**config.mk**
```make
export PLATFORM = sky130hd
export DESIGN_NAME = dpram_fifo_ctrl
export DESIGN_NICKNAME = d
export VERILOG_FILES = /design/src/rtl/dpram_fifo_ctrl.sv
export SDC_FILE = /design/constraint.sdc
export NUM_CORES = 1
export LEC_CHECK = 0
export CAP_MARGIN = 10
export CORE_UTILIZATION = 38
export DETAILED_ROUTE_END_ITERATION = 12
export PLACE_DENSITY_LB_ADDON = 0.15
export REMOVE_ABC_BUFFERS = 1
export SYNTH_ARGS = -nofsm -noshare
export SYNTH_HDL_FRONTEND = slang
export SYNTH_SLANG_ARGS = --single-unit
```
**constraint.sdc**
```tcl
create_clock -name clk -period 3.2 [get_ports clk]
set_input_delay 0.48 -clock clk [delete_from_list [all_inputs] [get_ports clk]]
set_output_delay 0.48 -clock clk [all_outputs]
set_load 0.03 [all_outputs]
```
**src/rtl/dpram_fifo_ctrl.sv**
```systemverilog
// Synchronous FIFO controller for a 16x8 dual-port RAM: turns push/pop requests into
// RAM strobes and addresses, and tracks wrapping pointers, occupancy and status flags.
module dpram_fifo_ctrl #(
    parameter int AW       = 4,
    parameter int DW       = 8,
    parameter int AF_LEVEL = 12
) (
    input  logic          clk,
    input  logic          rst_n,
    input  logic          flush,
    input  logic          push,
    input  logic [DW-1:0] push_data,
    input  logic          pop,
    output logic          pop_valid,
    output logic [DW-1:0] pop_data,
    output logic          full,
    output logic          empty,
    output logic          almost_full,
    output logic [AW:0]   count,
    output logic          overflow,
    output logic          underflow,
    output logic          ram_we,
    output logic          ram_re,
    output logic [AW-1:0] ram_addr_wr,
    output logic [AW-1:0] ram_addr_rd,
    output logic [DW-1:0] ram_data_in,
    input  logic [DW-1:0] ram_data_out
);

    localparam logic [AW:0] PTR_ONE   = {{AW{1'b0}}, 1'b1};
    localparam logic [AW:0] AF_THRESH = AF_LEVEL[AW:0];

    logic [AW:0] wr_ptr;
    logic [AW:0] rd_ptr;
    logic        push_ok;
    logic        pop_ok;

    // Flags come from registered pointers only, so acceptance never loops back on itself.
    // Pointers carry an extra wrap bit to tell full from empty when the low bits match.
    assign full        = (wr_ptr[AW] != rd_ptr[AW]) && (wr_ptr[AW-1:0] == rd_ptr[AW-1:0]);
    assign empty       = (wr_ptr == rd_ptr);
    assign almost_full = (count >= AF_THRESH);

    assign push_ok = push & ~full & ~flush;
    assign pop_ok  = pop & ~empty & ~flush;

    assign ram_we      = push_ok;
    assign ram_re      = pop_ok;
    assign ram_addr_wr = wr_ptr[AW-1:0];
    assign ram_addr_rd = rd_ptr[AW-1:0];
    assign ram_data_in = push_data;
    assign pop_data    = ram_data_out;

    // NOTE: state registers use non-blocking assignments so every flop samples the
    // pre-edge values of the others; blocking here would create order-dependent races.
    always_ff @(posedge clk or negedge rst_n) begin
        if (!rst_n) begin
            wr_ptr <= '0;
            rd_ptr <= '0;
            count  <= '0;
        end else if (flush) begin
            wr_ptr <= '0;
            rd_ptr <= '0;
            count  <= '0;
        end else begin
            if (push_ok) wr_ptr <= wr_ptr + PTR_ONE;
            if (pop_ok)  rd_ptr <= rd_ptr + PTR_ONE;
            case ({push_ok, pop_ok})
                2'b10:   count <= count + PTR_ONE;
                2'b01:   count <= count - PTR_ONE;
                default: count <= count;
            endcase
        end
    end

    // pop_valid mirrors the RAM's one-cycle read latency; an in-flight beat survives flush.
    always_ff @(posedge clk or negedge rst_n) begin
        if (!rst_n) pop_valid <= 1'b0;
        else        pop_valid <= pop_ok;
    end

    always_ff @(posedge clk or negedge rst_n) begin
        if (!rst_n) begin
            overflow  <= 1'b0;
            underflow <= 1'b0;
        end else if (flush) begin
            overflow  <= 1'b0;
            underflow <= 1'b0;
        end else begin
            if (push && full) overflow  <= 1'b1;
            if (pop && empty) underflow <= 1'b1;
        end
    end

endmodule

```
==> flow_summary.ini <==
[run_status]
outcome = complete, no violations

[worst_setup_path]
r2r_start = rd_ptr[2]
start_kind = flop
rr_endpoint = count[4]
required_ns = 3.39
critPathArrivalTime_ns = 3.24
cpMaxStageDelayCell = or4_4
critical-path-max-stage-delay_ns = 0.60
rr_worst_depth = 10
crit_type = reg -> reg
cp_max_fo = 6
path_cells = xor2_2 > or4_4 > o21ai_4 > nand2_1 > fa_1 > nand2b_1 > a21oi_4 > nor2_1 > a32o_1 > a2111oi_2
r2r_slack_ns = 0.15
critPathCaptureType = flop

[pwr]
power_density_mw_per_mm2 = 485
finalPower_uw = 785
peakVddDrop_mv = 0.265
leakage_uw = 0.000732

[cts]
h-tree-depth = 1
cts_hold_buf = 0
clk_pin_slew_worst_paths_ns = 0.11
tritoncts = yes
clock_sinks = 18
cts_inserted_buffers = 3
cts.path.max_buffers = 2
cts_root_buf = clkbuf_4
insertion_delay_ns = 0.29

[routing]
route.detailed.drc = 0
wl_per_cell_um = 15.7
vias = 1084
ant_nets = 0
first_pass_iters = 4
routed_wirelength_um = 3200
drt_iter0_drc = 40
viasPerCell = 5.31

[logic_synthesis]
synth_edf_count = 0
synth-xor-area-share_pct = 11.2
synth_mux_area_share_pct = 3.75
synth.top_cell.area_share_pct = 32.9
synth_area_mm2 = 0.00137
synth_area_per_cell_um2 = 9.51
yosysMostFrequentCell = buf_4
ys.flop_type = dfrtp_1
yosys_warnings = 0
synth_compound_area_share_pct = 15.7
synth_area_leader_cell = dfrtp_1
async_reset_ff_share_pct = 100
ys_ff_latch = 18
synthTopCellsByCount = 25 x buf_4, 23 x nor2_1, 18 x dfrtp_1, 12 x a21oi_1, 7 x xor2_1
netlist_instances = 144
synth.distinct_cells = 35
synth_top_family_by_area = buffers and inverters
synthAdderAreaFrac_pct = 6.03
synthSimpleGateAreaFrac_pct = 13.5
ys_seq_area_share_pct = 32.9
synth_area_leaders = dfrtp_1 33%, buf_4 14%, nor2_1 6.3%

[timing]
fin_skew_ns = 0.00545
setup_slack_ns = 0.151
worst_pin_slew_ns = 0.828
hold_viol_final = 0
drv_slew = 0
period_share_pct = 95.3
setup_viol = 0
period_needed_ns = 3.05
max_freq_mhz = 328
whs_ns = 0.499
max-slew-margin-rel_pct = 44.6

[floorplan]
fp-row-count = 21
fp.dieH_um = 62.0
ios = 58
coreArea_mm2 = 0.00339
die_w_um = 62.0
start_util_pct = 40.4
dieArea_mm2 = 0.00385

[placed_design]
place_area_mm2 = 0.00157
dp.cells = 200
hpwl_um = 2390
dp_slack_ns = 0.0470
place_congestion = 0.845
io_buffer_count = 25

[final_layout]
drive_gt1_share_pct = 19.6
final_nets = 187
antenna_cells = 0
fin_area_mm2 = 0.00162
n_fill_cell = 317
final_cells = 204
area_delta_synth_final_pct = 18.2

[global_route]
grt_max_degree = 19
grt-ovfl-total = 0
grt_pass1_wl_um = 4890
antenna_found_initial = 0
grt_usage_pct = 17.9
grt_pass1_vias = 1049

[min_path]
holdCritStartpoint = overflow
worstHoldPathCells = 2
hp-class = reg -> reg
hold_end = overflow

[flow_run]
drv_cap = 0
## cells in the final DEF (no fill, tap or decap), types with 4 or more instances in the layout
cell type and n:
ha_1 5, inv_1 4, mux2i_1 4, xor2_1 7, xnor2_1 5, nor2_1 22, dfrtp_1 18, a21oi_1 12
buf_4 16, clkdlybuf4s50_1 25, nand4_1 5
## worst max-delay path, delay by kind of cell (launching register included)
family | cells | cell delay [ns]
compound gates | 4 | 0.98
xor+xnor | 1 | 0.20
fa+ha+maj | 1 | 0.39
flops | 1 | 0.42
simple gates | 4 | 0.96
## layer usage
layer	share of wire (%)	vias to the layer above	global-route usage, %
met5	0	-	5.71
met4	1.4	0	6.67
met3	7.9	6	6.63
met2	44	64	25.8
met1	47	514	24.0
li1	-	500	-
## cell families after synthesis
kind of cell	after synthesis
xor+xnor	15
simple gates	37
fa+ha+maj	6
flops	18
compound gates	29
buf+inv	34
mux	5
## flip-flops by register name, indices dropped and copies added (netlist names)
name	count
wr_ptr	5
underflow	1
rd_ptr	5
overflow	1
pop_valid	1
count	5
## cell type report
| class | instances | area, µm² | area share (%) |
|---|---|---|---|
| Multi-Input combinational cell | 92 | 702 | 43.4 |
| Sequential cell | 18 | 450 | 27.8 |
| Timing Repair Buffer | 41 | 370 | 22.9 |
| Tap cell | 46 | 57.6 | 3.56 |
| Clock buffer | 3 | 22.5 | 1.39 |
| Inverter | 4 | 15.0 | 0.928 |
## stage by stage
step                      setup TNS, ns  util [%]
after floorplan                  -0.181         -
after global placement                0      46.4
after detailed placement              0      46.4
after CTS                             0      47.1
after global routing            -0.0319      47.7
final                                 0      47.7
## power breakdown
part	internal, µW	leakage, µW	switching (µW)
registers	251	0.000245	24.6
clock network	43.8	0.0000138	71.0
logic	170	0.000473	225
total	465	0.000732	321
## worst max-delay path by stage
stage | from | endpoint | slack [ns] | cells after the start
after floorplan | rd_ptr[0] | count[4] | -0.18 | 11
after global placement | rd_ptr[3] | count[4] | 0.12 | 10
after detailed placement | rd_ptr[1] | count[4] | 0.05 | 10
after CTS | rd_ptr[1] | count[4] | 0.02 | 10
after global routing | rd_ptr[3] | count[4] | -0.03 | 12
final | rd_ptr[2] | count[4] | 0.15 | 10
## what timing repair did
| action | CTS | global route |
|---|---|---|
| setup endpoints to repair | 0 | 1 |
| setup buffers | 0 | 1 |
| resized for setup | 0 | 3 |
(Power assumes the default switching activity.)
